**src/rtl/dds_ramp_gen.sv**
```systemverilog
// rtl/dds_ramp_gen.sv - programmable ramp/sweep word generator for the DDS core
//
// Steps a sweep word from a start value toward an end value in fixed increments,
// holding each value for a programmable dwell. Supports one-shot, sawtooth and
// triangle sweeps. All parameters are taken from shadow registers loaded on
// param_wen; the live ramp_* inputs never steer the sweep directly.
//
// Ports:
//   clk          DDS/DAC clock, rising edge
//   rstn         synchronous active-low reset
//   param_wen    load strobe for all ramp_* shadow registers
//   ramp_start   sweep start value
//   ramp_end     sweep end value
//   ramp_step    unsigned step magnitude
//   ramp_pulse   dwell in clk cycles per step (0 behaves as 1)
//   ramp_mode    0/3 one-shot, 1 sawtooth, 2 triangle
//   en           1 runs, 0 pauses (RUN) or re-arms (DONE)
//   ramp_word    current sweep value
//   ramp_tick    one-cycle pulse on every step or wrap
//   ramp_busy    high while running
//   ramp_done    high once a one-shot sweep reaches its endpoint

module dds_ramp_gen #(
    parameter int WORD_WIDTH = 32,
    parameter int CNT_WIDTH  = 32
) (
    input  logic                  clk,
    input  logic                  rstn,
    input  logic                  param_wen,
    input  logic [WORD_WIDTH-1:0] ramp_start,
    input  logic [WORD_WIDTH-1:0] ramp_end,
    input  logic [WORD_WIDTH-1:0] ramp_step,
    input  logic [CNT_WIDTH-1:0]  ramp_pulse,
    input  logic [1:0]            ramp_mode,
    input  logic                  en,
    output logic [WORD_WIDTH-1:0] ramp_word,
    output logic                  ramp_tick,
    output logic                  ramp_busy,
    output logic                  ramp_done
);

    typedef enum logic [1:0] {
        S_IDLE = 2'd0,
        S_RUN  = 2'd1,
        S_DONE = 2'd2
    } state_t;

    localparam logic [1:0] MODE_SAW = 2'd1;
    localparam logic [1:0] MODE_TRI = 2'd2;

    state_t                state_q, state_d;
    logic [WORD_WIDTH-1:0] start_q, start_d;
    logic [WORD_WIDTH-1:0] end_q, end_d;
    logic [WORD_WIDTH-1:0] step_q, step_d;
    logic [CNT_WIDTH-1:0]  pulse_q, pulse_d;
    logic [1:0]            mode_q, mode_d;
    logic                  dir_up_q, dir_up_d;   // 1: word moves upward
    logic                  ret_q, ret_d;         // triangle return leg, target is start
    logic                  wrap_q, wrap_d;       // sawtooth endpoint hit, next step reloads start
    logic [CNT_WIDTH-1:0]  cnt_q, cnt_d;
    logic [WORD_WIDTH-1:0] word_q, word_d;
    logic                  tick_q, tick_d;

    logic [CNT_WIDTH-1:0]  term_cnt;
    logic [WORD_WIDTH-1:0] target;
    logic [WORD_WIDTH-1:0] rem;
    logic                  reached;
    logic [WORD_WIDTH-1:0] next_word;

    // A zero dwell is treated as one cycle per step.
    assign term_cnt = (pulse_q == '0) ? '0 : pulse_q - CNT_WIDTH'(1);

    // The word always lies between the current target and where the leg began,
    // so the distance below never underflows. Clamping to the target when the
    // remaining distance fits within one step keeps the word from wrapping.
    assign target    = ret_q ? start_q : end_q;
    assign rem       = dir_up_q ? (target - word_q) : (word_q - target);
    assign reached   = (rem <= step_q);
    assign next_word = reached  ? target :
                       dir_up_q ? (word_q + step_q) : (word_q - step_q);

    always_comb begin
        state_d  = state_q;
        start_d  = start_q;
        end_d    = end_q;
        step_d   = step_q;
        pulse_d  = pulse_q;
        mode_d   = mode_q;
        dir_up_d = dir_up_q;
        ret_d    = ret_q;
        wrap_d   = wrap_q;
        cnt_d    = cnt_q;
        word_d   = word_q;
        tick_d   = 1'b0;

        if (param_wen) begin
            start_d  = ramp_start;
            end_d    = ramp_end;
            step_d   = ramp_step;
            pulse_d  = ramp_pulse;
            mode_d   = ramp_mode;
            state_d  = S_IDLE;
            word_d   = ramp_start;
            cnt_d    = '0;
            dir_up_d = (ramp_end >= ramp_start);
            ret_d    = 1'b0;
            wrap_d   = 1'b0;
        end else begin
            case (state_q)
                S_IDLE: begin
                    // Re-arm the sweep from the shadow registers each idle cycle.
                    word_d   = start_q;
                    cnt_d    = '0;
                    dir_up_d = (end_q >= start_q);
                    ret_d    = 1'b0;
                    wrap_d   = 1'b0;
                    if (en) begin
                        state_d = S_RUN;
                    end
                end
                S_RUN: begin
                    if (en) begin
                        if (cnt_q == term_cnt) begin
                            cnt_d  = '0;
                            tick_d = 1'b1;
                            if (wrap_q) begin
                                word_d = start_q;
                                wrap_d = 1'b0;
                            end else begin
                                word_d = next_word;
                                if (reached) begin
                                    if (mode_q == MODE_SAW) begin
                                        wrap_d = 1'b1;
                                    end else if (mode_q == MODE_TRI) begin
                                        dir_up_d = ~dir_up_q;
                                        ret_d    = ~ret_q;
                                    end else begin
                                        state_d = S_DONE;
                                    end
                                end
                            end
                        end else begin
                            cnt_d = cnt_q + CNT_WIDTH'(1);
                        end
                    end
                end
                S_DONE: begin
                    if (!en) begin
                        state_d = S_IDLE;
                        word_d  = start_q;
                    end
                end
                default: begin
                    state_d = S_IDLE;
                end
            endcase
        end
    end

    always_ff @(posedge clk) begin
        if (!rstn) begin
            state_q  <= S_IDLE;
            start_q  <= '0;
            end_q    <= '0;
            step_q   <= '0;
            pulse_q  <= '0;
            mode_q   <= '0;
            dir_up_q <= 1'b1;
            ret_q    <= 1'b0;
            wrap_q   <= 1'b0;
            cnt_q    <= '0;
            word_q   <= '0;
            tick_q   <= 1'b0;
        end else begin
            state_q  <= state_d;
            start_q  <= start_d;
            end_q    <= end_d;
            step_q   <= step_d;
            pulse_q  <= pulse_d;
            mode_q   <= mode_d;
            dir_up_q <= dir_up_d;
            ret_q    <= ret_d;
            wrap_q   <= wrap_d;
            cnt_q    <= cnt_d;
            word_q   <= word_d;
            tick_q   <= tick_d;
        end
    end

    assign ramp_word = word_q;
    assign ramp_tick = tick_q;
    assign ramp_busy = (state_q == S_RUN);
    assign ramp_done = (state_q == S_DONE);

endmodule

```
**config.mk**
```make
export PLATFORM = sky130hd
export DESIGN_NAME = dds_ramp_gen
export DESIGN_NICKNAME = d
export VERILOG_FILES = /design/src/rtl/dds_ramp_gen.sv
export SDC_FILE = /design/constraint.sdc
export NUM_CORES = 1
export LEC_CHECK = 0
export ABC_AREA = 1
export CELL_PAD_IN_SITES_DETAIL_PLACEMENT = 2
export CELL_PAD_IN_SITES_GLOBAL_PLACEMENT = 2
export CORE_MARGIN = 3
export CORE_UTILIZATION = 32
export DETAILED_ROUTE_END_ITERATION = 6
export PLACE_DENSITY_LB_ADDON = 0.12
export SYNTH_ARGS = -nofsm -noshare
export SYNTH_HDL_FRONTEND = slang
export SYNTH_SLANG_ARGS = --single-unit
```
**constraint.sdc**
```tcl
create_clock -name clk -period 6.1 [get_ports clk]
set_input_delay 1.22 -clock clk [delete_from_list [all_inputs] [get_ports clk]]
set_output_delay 1.22 -clock clk [all_outputs]
set_load 0.05 [all_outputs]
```
# Word-level counts from Yosys, hierarchy flattened
# Cells that the tools add are included.
# W data, S select, Z words.
totals:
  memories: 0
  mem_bits_ro: 0
  ramBits: 0
  regBits: 200
  latchBits: 0
  input_bits: 134
op_classes:
  n_div: 0
  n_lt_le_gt_ge: 3
  n_reduce_logical: 13
  mul: 0
  n_addsub: 6
  shifts: 0
  bitwise_logic: 5
  n_mux: 45
  eq_ne: 21
op_table:
  columns: ["cell", "n"]
  rows:
  - ["$mux W32", 12]
  - ["$pmux W32 S3", 1]
  - ["$sub A32 B32 Y32", 3]
  - ["$ge A32 B32 Y1", 2]
  - ["$pmux W32 S2", 1]
  - ["$add A32 B1 Y32 const B", 1]
  - ["$add A32 B32 Y32", 1]
  - ["$eq A32 B32 Y1", 1]
  - ["$le A32 B32 Y1", 1]
  - ["$logic_not A32 Y1", 1]
  - ["$sub A32 B1 Y32 const B", 1]
  - ["$mux W1", 19]
  - ["$mux W2", 8]
  - ["$reduce_and A7 Y1", 2]
  - ["$ne A2 B2 Y1 const B", 6]
  - ["$ne A3 B3 Y1 const B", 4]
  - ["$ne A3 B2 Y1 const B", 3]
  - ["$reduce_and A8 Y1", 1]
  - ["$ne A2 B1 Y1 const B", 3]
  - ["$pmux W1 S2", 3]
  - ["$pmux W2 S3", 1]
  - ["$not A1 Y1", 5]
  - ["$eq A2 B1 Y1 const B", 2]
  - ["$eq A2 B2 Y1 const B", 2]
  - ["9 further kinds", 9]

# Depth between registers and ports, before layout
# Gate-level depths: netlist of the first run.
logic_depth:
  depth_word: 10
  depth_mapped: 36

# Worst setup path after synthesis of the first run
# Ideal clock, no wire load.
synth_path:
  path_kind: "reg-to-reg"
  start: "register ret_q"
  end: "register word_q[10] (netlist: ramp_word[10])"
  n_path_buf: 3
  setup_time_ns: 0.113
  t_required_ns: 5.987
  path_stages_with_launch: 34
  slack_ns: 1.122
  t_arrival_ns: 4.865
  path_cell_list: "dfxtp_1 -> clkbuf_1 -> clkbuf_1 -> nand2_1 -> o21ai_0 -> inv_1 -> ha_1 -> nand2_1 -> nor2_1 -> inv_1 -> o21ai_0 -> nand3_1 -> nand3_1 -> o21ai_0 -> o21ai_0 -> nand3_1 -> o21ai_0 -> xnor2_1 -> inv_1 -> ha_1 -> nand2_1 -> nor2_1 -> and2_1 -> nor4b_1 -> nand2_1 -> a21boi_1 -> nand2_1 -> nor2_1 -> buf_2 -> nand2_1 -> nand3_1 -> nand2_1 -> nor2_1 -> nor2_1"
synth_via:
  elab_chain_len: 10
  elab_cells_between_ends: 11
  cone_classes: "add/sub (2); order compare (1); mux (8)"
synth_rtl:
  columns: ["item", "line", "text"]
  rows:
  - ["start: declaration", "58", "logic ret_q, ret_d;"]
  - ["start signal: assignment", "182", "ret_q <= ret_d;"]
  - ["$mux W32 (*)", "76", "assign target = ret_q ? start_q : end_q;"]
  - ["$sub A32 B32 Y32", "77", "assign rem = dir_up_q ? (target - word_q) : (word_q - target);"]
  - ["$mux W32", "77", null]
  - ["$le A32 B32 Y1", "78", "assign reached = (rem <= step_q);"]
  - ["$mux W32 (*)", "79", "assign next_word = reached ? target :"]
  - ["$mux W32 (*)", "126", "if (wrap_q) begin"]
  - ["$mux W32 (*)", "123", "if (cnt_q == term_cnt) begin"]
  - ["$mux W32 (*)", "122", "if (en) begin"]
  - ["$pmux W32 S3 (*)", "109", "case (state_q)"]
  - ["$mux W32 (*)", "96", "if (param_wen) begin"]
  - ["end signal: assignment", "185", "word_q <= word_d;"]
  - ["end: declaration", "61", "logic [WORD_WIDTH-1:0] word_q, word_d;"]
# Mark *: on every way between the ends. The rest lies on a longest branch, timed or not. The select of a mux whose other input is x is not followed.
# A chain may end at the register's enable or synchronous reset.

# Worst setup path after layout of the first run
layout_path:
  start: "register ret_q"
  end: "register word_q[26] (netlist: ramp_word[26])"
# Same word-level chain as after synthesis.

==> results.toml, run 1 <==
[clocking]
cts_root_buf = "clkbuf_16"
cts_sinks = 200
clk_pin_slew_worst_paths_ns = 0.09
cts_buffers = 17
cts_buffer_depth = 2
cts_tree = "yes"
cts.htree.levels = 4
worstSkewPairLatency_ns = 0.52

[drt]
routedWlPerCell_um = 22.9
route.detailed.drc = 0
wl_mm = 89.6
route.vias.total = 20900
avgViaCountPerCell = 5.33
ant_nets = 0
drt_iter0_markers = 763
drt_pass1_iterations = 5

[sta]
fin_crit_sh_pct = 92.2
hold_viol = 0
hold-worst-slack_ns = 0.517
timing.fmax_mhz = 178
tightestPinTransition_ns = 0.902
layout_setup_ws_ns = 0.473
finClkSkew_ns = 0.0149
slew-limit-headroom_pct = 39.8
drv_slew = 0
period_minus_slack_ns = 5.63
setup_violations = 0

[synth]
synth_top_family_by_area = "simple AND/OR/NAND/NOR gates"
syn_inst = 2977
yosysUniqueCellTypes = 55
muxShareOfSynthArea_pct = 0.109
synthAdderAreaFrac_pct = 13.4
yosys.area_share.simple_pct = 29.9
yosys_warnings = 0
synth_top_cell_by_area = "dfxtp_1"
synth_edf_count = 0
ys_top_cells_by_area = "dfxtp_1, nand2_1, ha_1, nor2_1, inv_1"
yosysSeqAreaShare_pct = 21.8
synth_xor_area_share_pct = 5.28
synth-seq-cells = 200
synth_top_cell_area_share_pct = 21.8
synth.most_common_cell = "nand2_1"
synth_area_um2 = 18400
synth_commonest_cells = "nand2_1, nor2_1, inv_1, a21oi_1, o21ai_0"
syn-num-nets = 3307
synth_area_per_cell_um2 = 6.18
postSynth.asyncResetShare_pct = 0
synth-compound-area-share_pct = 19.5
ys.flop_type = "dfxtp_1"

[place]
pre_cts_ws_ns = -0.199
place_congestion = 0.947
io_buffers = 168
dp_hpwl_mm = 74.5
placedCellCount = 3874

[die]
coreArea_um2 = 56600
dieWidth_um = 246
num_rows = 87
io_pins = 169
die_h_um = 246
initial_core_util_pct = 32.5
dieArea_um2 = 60400

[worst_setup_path]
cp_slowest_cell = "dfxtp_4"
crit_type = "reg -> reg"
cpPeakStageDelay_ns = 0.46
cp.arrival_ns = 6.02
startpoint_type = "flop"
crit_path_frequent_cell = "nand2_1"
crit_required_ns = 6.50
endpoint_kind = "flop"
cp_max_fo = 13

[cells_and_area]
stdcell_count = 3909
area_growth_pct = 19.1
multiInputGateArea_um2 = 12600
nets = 3469
regArea_um2 = 4010
fillCellCount = 7011
drive_gt1_share_pct = 4.89

[global_route]
grt_pass1_wl_mm = 135
grt_pass1_vias = 22900
grt_antenna_before_repair = 1
overflow = 0
grt_max_degree = 86
grt_util_all_layers_pct = 29.3

[status]
run_status = "finished, final reports clean"

[power]
ir_worst_vdd_mv = 0.257
p_leak_nw = 9.95
power.total_w = 0.00610
p_per_area_nw_per_um2 = 278

[worst_hold_path]
hold_class = "reg -> reg"

[job]
cap_violations = 0
==> logic make-up after synthesis <==
family | Yosys count
AO/OA/AOI/OAI | 657
adder cells (fa/ha/maj) | 196
XOR/XNOR | 111
multiplexers | 2
flip-flops | 200
buffers and inverters | 478
AND/OR/NAND/NOR | 1333
==> per-stage QoR <==
step | setup TNS (ns) | util [%] | area, µm²
2_1_floorplan | 0 | - | 18400
3_3_place_gp | -0.271 | 37.4 | 21100
3_5_place_dp | -1.97 | 37.4 | 21100
4_1_cts | 0 | 38.5 | 21800
5_1_grt | -0.00563 | 38.7 | 21900
6_report | 0 | 38.7 | 21900
==> metal layers <==
metal,wire length (µm),global-route usage (%),up-vias
met5,0,0,-
met1,34400,30.3,10200
li1,-,-,10100
met2,48700,57.9,327
met4,4580,14.5,0
met3,1890,3.04,144
==> final cells by class <==
| type | instances | share of cell area, % |
|---|---|---|
| Inverter | 379 | 6.51 |
| Sequential cell | 200 | 18.3 |
| Multi-Input combinational cell | 2299 | 57.6 |
| Tap cell | 756 | 4.31 |
| Clock inverter | 14 | 1.04 |
| Antenna cell | 1 | 0.0114 |
| Timing Repair Buffer | 242 | 10.3 |
| Clock buffer | 18 | 1.96 |
==> state kept, by name, indices dropped and copies added (netlist names), 2 cells and up <==
signal     cells
cnt_q         32
end_q         32
mode_q         2
pulse_q       32
ramp_word     32
start_q       32
state_q        2
step_q        32
==> worst max-delay path: cells and delay by family (launching register included) <==
| kind | cells | cell delay, ns |
|---|---|---|
| flops | 1 | 0.46 |
| compound gates | 6 | 1.14 |
| buf+inv | 8 | 1.14 |
| simple gates | 17 | 1.88 |
| xor+xnor | 1 | 0.22 |
| fa+ha+maj | 2 | 0.66 |
==> power by group <==
group | total [W] | internal [W] | switching [W]
Sequential | 0.00150 | 0.00139 | 0.000107
Combinational | 0.00322 | 0.00111 | 0.00211
Clock | 0.00138 | 0.000709 | 0.000667
Total | 0.00610 | 0.00321 | 0.00288
==> cell usage in the layout (no fill, tap or decap), types with 34 or more instances in the layout <==
cell,Yosys,layout
nand2_1,676,675
nor2_1,388,387
inv_1,375,374
a21oi_1,272,271
o21ai_0,261,239
dfxtp_1,200,199
ha_1,193,187
clkdlybuf4s50_1,0,166
nand3_1,122,122
xor2_1,80,80
buf_4,4,72
nor3_1,57,57
nand4_1,55,55
o22ai_1,34,34
==> repair_timing <==
action                                  CTS  global route
gates resized for setup                   9            41
cloned                                    0             0
hold buffers                              0             0
buffers inserted                          0             2
pin swaps                                 0             2
endpoints found under the setup margin   29            37
==> final timing paths <==
kind,to,cells past startpoint,from,slack (ns)
max reg2reg,ramp_word[26]$_SDFFE_PN0P_,34,ret_q$_SDFFE_PP0P_,0.47
min reg2reg,pulse_q[30]$_SDFFE_PN0P_,2,pulse_q[30]$_SDFFE_PN0P_,0.52
min,pulse_q[30]$_SDFFE_PN0P_,2,pulse_q[30]$_SDFFE_PN0P_,0.52
max,ramp_word[26]$_SDFFE_PN0P_,34,ret_q$_SDFFE_PP0P_,0.47
Note: power is estimated with default switching activity, not from simulation.
==> run 2: changes to the inputs <==
Settings changed: CORE_MARGIN 3 to 2, CTS_CLUSTER_SIZE set to 8.
==> run 2 against run 1 <==
Effect of this change:
- cell count about the same
- via count about the same
- hold slack improved by 0.0054 ns
- design area decreased by 0.28%
- critical endpoint is now ramp_word[19]$_SDFFE_PN0P_
- highest routed layer unchanged
==> results.toml, run 2 (synthesized netlist as in run 1, its figures left out) <==
[drt]
drt_iter0_markers = 751
ant_nets = 0
wl_mm = 88.7
routedWlPerCell_um = 22.7
route.detailed.drc = 0
avgViaCountPerCell = 5.33
drt_pass1_iterations = 5
route.vias.total = 20900

[clocking]
cts_buffer_depth = 2
holdBufCountCts = 0
worstSkewPairLatency_ns = 0.52
cts_buffers = 17
clk_pin_slew_worst_paths_ns = 0.09
cts_sinks = 200
cts_tree = "yes"
cts_root_buf = "clkbuf_16"
cts.htree.levels = 4

[cells_and_area]
design_area_um2 = 21900
mostFrequentLayoutCells = "nand2_1, nor2_1, inv_1, a21oi_1, o21ai_0"
antenna_cells = 0
stdcell_count = 3911
nets = 3472
utilization_pct = 38.6
fillCellCount = 6993
drive_gt1_share_pct = 4.60
layout_commonest_cell = "nand2_1"
area_growth_pct = 18.8

[worst_setup_path]
reg2reg_from = "ret_q$_SDFFE_PP0P_"
crit_required_ns = 6.52
cpPeakStageDelay_ns = 0.43
cp_slowest_cell = "a21oi_1"
crit_type = "reg -> reg"
cp_max_fo = 15
startpoint_type = "flop"
endpoint_kind = "flop"
reg2reg_depth = 31
r2r-end = "ramp_word[19]$_SDFFE_PN0P_"
cp.arrival_ns = 6.18
r2r_slack_ns = 0.33

[worst_hold_path]
hold_path_end = "pulse_q[4]$_SDFFE_PN0P_"
hold_class = "reg -> reg"
timing.hold.worst.start = "pulse_q[4]$_SDFFE_PN0P_"
holdPathStages = 2

[sta]
setup_tns_ns = 0
setup_violations = 0
period_minus_slack_ns = 5.77
drv_slew = 0
slew-limit-headroom_pct = 16.6
timing.fmax_mhz = 173
tightestPinTransition_ns = 1.24
fin_crit_sh_pct = 94.6
hold_viol = 0
rsz0062_at_grt = "no"
hold-worst-slack_ns = 0.522
finClkSkew_ns = 0.0188

[place]
place_area_um2 = 21200
placedCellCount = 3876
io_buffers = 168
dp_hpwl_mm = 74.1
place_congestion = 0.923

[global_route]
grt_pass1_wl_mm = 135
overflow = 0
grt_antenna_before_repair = 0
grt_util_all_layers_pct = 29.7
grt_max_degree = 98
grt_pass1_vias = 23100

[power]
sw_frac_of_total_pct = 48.2
intPower_w = 0.00313
ir_worst_vdd_mv = 0.242
switching_power_w = 0.00292
p_per_area_nw_per_um2 = 277
power_frac_clock_pct = 21.1
p_comb_share_pct = 54.1
p_leak_nw = 9.93
sequentialPowerShare_pct = 24.8

[die]
io_pins = 169
dieArea_um2 = 59500
initial_core_util_pct = 32.5
dieWidth_um = 244
coreArea_um2 = 56600
die_h_um = 244
num_rows = 87

[job]
cap_violations = 0

[status]
run_status = "finished, final reports clean"
## run 2: how the worst max path moves through the flow
| stage | cells past startpoint | start | slack (ns) | end |
|---|---|---|---|---|
| 2_1_floorplan | 33 | ret_q$_SDFFE_PP0P_ | 1.12 | ramp_word[10]$_SDFFE_PN0P_ |
| 3_3_place_gp | 31 | ret_q$_SDFFE_PP0P_ | -0.11 | ramp_word[16]$_SDFFE_PN0P_ |
| 3_5_place_dp | 32 | ret_q$_SDFFE_PP0P_ | -0.30 | ramp_word[19]$_SDFFE_PN0P_ |
| 4_1_cts | 27 | ret_q$_SDFFE_PP0P_ | 0.005 | ramp_word[19]$_SDFFE_PN0P_ |
| 5_1_grt | 37 | ret_q$_SDFFE_PP0P_ | 0.02 | ramp_word[6]$_SDFFE_PN0P_ |
| 6_report | 31 | ret_q$_SDFFE_PP0P_ | 0.33 | ramp_word[19]$_SDFFE_PN0P_ |
## run 2: what timing repair did
item | CTS | global route
endpoints found under the setup margin | 34 | 35
resized for setup | 10 | 28
pin swaps | 1 | 1
setup buffers | 2 | 1
## run 2: per-stage QoR
step | setup slack [ns] | power (W)
global placement | -0.108 | 0.00465
finish | 0.332 | 0.00605
CTS | 0.00487 | 0.00608
detailed placement | -0.296 | 0.00477
floorplan | 1.12 | 0.00343
global route | 0.0156 | 0.00648
## run 2: metal layers
| layer | vias to the layer above | part of all wire (%) | GRT usage, % |
|---|---|---|---|
| met3 | 138 | 1.7 | 2.65 |
| met4 | 0 | 5.4 | 15.3 |
| li1 | 10100 | - | - |
| met5 | - | 0 | 0 |
| met1 | 10300 | 38 | 31.0 |
| met2 | 278 | 55 | 58.2 |
## run 2: final cells by class
type / count / area, µm² / area share [%]
Clock buffer: 17 / 425 / 1.95
Clock inverter: 15 / 178 / 0.813
Inverter: 379 / 1430 / 6.53
Multi-Input combinational cell: 2299 / 12600 / 57.5
Sequential cell: 200 / 4010 / 18.3
Tap cell: 756 / 946 / 4.33
Timing Repair Buffer: 245 / 2300 / 10.5
## run 2: critical path: cells and delay by family, from the launching register on
family	cells	cell delay [ns]
AO/OA/AOI/OAI	12	2.50
AND/OR/NAND/NOR	10	1.10
buffers and inverters	6	0.79
adder cells (fa/ha/maj)	2	0.67
flip-flops	1	0.42
XOR/XNOR	1	0.17
## run 2: power groups by stage
stage / clock network (W) / registers, W / logic, W
3_5_place_dp: 0 / 0.00153 / 0.00323
5_1_grt: 0.00135 / 0.00151 / 0.00362
2_1_floorplan: 0 / 0.00156 / 0.00187
3_3_place_gp: 0 / 0.00153 / 0.00312
4_1_cts: 0.00131 / 0.00150 / 0.00327
6_report: 0.00128 / 0.00150 / 0.00327
==> run 3: changes to the inputs <==
Settings changed: SLEW_MARGIN set to 15.
==> run 3 against run 2 <==
Effect of this change:
- clock skew is the same
- combinational power is essentially flat
- global-route usage is the same
- worst setup slack is essentially flat
- clock power is essentially flat
- register-to-register slack is essentially flat
- highest routed layer unchanged
- sequential share of layout area is the same
- maximum frequency is essentially flat
- critical path depth is the same
- die area is the same
- first-iteration DRC count is the same
- hold slack is the same
==> results.toml, run 3 (synthesized netlist as in run 1, its figures left out) <==
[place]
pre_cts_ws_ns = -0.296
io_buffers = 168
place_congestion = 0.923
dp_hpwl_mm = 74.1

[clocking]
cts_root_buf = "clkbuf_16"
cts_sinks = 200
cts_tree = "yes"
cts_buffers = 17
holdBufCountCts = 0
worstSkewPairLatency_ns = 0.52
cts_buffer_depth = 2
cts.htree.levels = 4
clk_pin_slew_worst_paths_ns = 0.09

[drt]
avgViaCountPerCell = 5.33
drt_pass1_iterations = 5
wl_mm = 88.7
ant_nets = 0
route.detailed.drc = 0
routedWlPerCell_um = 22.7
route.vias.total = 20900
drt_iter0_markers = 751

[cells_and_area]
layout_commonest_cell = "nand2_1"
area_growth_pct = 18.8
drive_gt1_share_pct = 4.63
antenna_cells = 0
mostFrequentLayoutCells = "nand2_1, nor2_1, inv_1, a21oi_1, o21ai_0"
nets = 3472

[job]
cap_violations = 0

[worst_setup_path]
cp_slowest_cell = "a21oi_1"
cp.arrival_ns = 6.18
crit_required_ns = 6.52
endpoint_kind = "flop"
startpoint_type = "flop"
cpPeakStageDelay_ns = 0.43
cp_max_fo = 15
crit_type = "reg -> reg"

[global_route]
grt_pass1_vias = 23100
grt_antenna_before_repair = 0
grt_max_degree = 98
overflow = 0
grt_util_all_layers_pct = 29.7
grt_pass1_wl_mm = 135

[sta]
setup_tns_ns = 0
drv_slew = 0
tightestPinTransition_ns = 0.899
setup_violations = 0
finClkSkew_ns = 0.0188
hold_viol = 0
slew-limit-headroom_pct = 39.6
period_minus_slack_ns = 5.77
fin_crit_sh_pct = 94.6
timing.fmax_mhz = 173
rsz0062_at_grt = "no"
layout_setup_ws_ns = 0.332

[die]
dieArea_um2 = 59500
die_h_um = 244
coreArea_um2 = 56600
dieWidth_um = 244
io_pins = 169
num_rows = 87
initial_core_util_pct = 32.5

[power]
intPower_w = 0.00313
power_frac_clock_pct = 21.1
p_leak_nw = 9.93
sequentialPowerShare_pct = 24.8
switching_power_w = 0.00292
p_per_area_nw_per_um2 = 277
p_comb_share_pct = 54.1
ir_worst_vdd_mv = 0.242
sw_frac_of_total_pct = 48.2

[status]
run_status = "finished, final reports clean"

[worst_hold_path]
hold_class = "reg -> reg"
## run 3: final timing paths
check	startpoint	slack, ns	to	cells after the start
setup reg to reg	ret_q$_SDFFE_PP0P_	0.33	ramp_word[19]$_SDFFE_PN0P_	31
hold / removal	pulse_q[4]$_SDFFE_PN0P_	0.52	pulse_q[4]$_SDFFE_PN0P_	2
setup / recovery	ret_q$_SDFFE_PP0P_	0.33	ramp_word[19]$_SDFFE_PN0P_	31
hold reg to reg	pulse_q[4]$_SDFFE_PN0P_	0.52	pulse_q[4]$_SDFFE_PN0P_	2
## run 3: final cells by class
class | count | area (µm²)
fill | 6993 | 34700
multi-input combinational | 2299 | 12600
sequential | 200 | 4010
timing repair buffer | 245 | 2300
inverter | 379 | 1430
tap | 756 | 946
clock buffer | 17 | 425
clock inverter | 15 | 178
## run 3: metrics by stage
step / power (W) / instances / hold slack [ns] / instance area [µm²] / utilization, %
finish: 0.00605 / 3911 / 0.522 / 21900 / 38.6
global route: 0.00648 / 3911 / 0.551 / 21900 / 38.6
CTS: 0.00608 / 3910 / 0.525 / 21800 / 38.5
detailed placement: 0.00477 / 3876 / 0.510 / 21200 / 37.4
global placement: 0.00465 / 3876 / 0.495 / 21200 / 37.4
floorplan: 0.00343 / 2977 / 0.452 / 18400 / -
## run 3: layer usage
metal | global-route usage [%] | vias up | part of all wire (%)
met5 | 0 | - | 0
met4 | 15.3 | 0 | 5.4
met3 | 2.65 | 138 | 1.7
met2 | 58.2 | 278 | 55
met1 | 31.0 | 10300 | 38
li1 | - | 10100 | -
## run 3: power groups by stage
stage | Clock [W] | Sequential [W] | Combinational [W]
floorplan | 0 | 0.00156 | 0.00187
global placement | 0 | 0.00153 | 0.00312
detailed placement | 0 | 0.00153 | 0.00323
CTS | 0.00131 | 0.00150 | 0.00327
global route | 0.00135 | 0.00151 | 0.00362
finish | 0.00128 | 0.00150 | 0.00327
## run 3: critical path, delay by kind of cell, from the launching register on
kind | cells | cell delay (ns)
compound gates | 12 | 2.50
simple gates | 10 | 1.10
buf+inv | 6 | 0.79
fa+ha+maj | 2 | 0.67
flops | 1 | 0.42
xor+xnor | 1 | 0.17
## run 3: what timing repair did
item,in CTS,in global routing
pin swaps,1,1
setup buffers,2,1
gates cloned,0,0
resized for setup,10,28
setup endpoints to repair,34,35
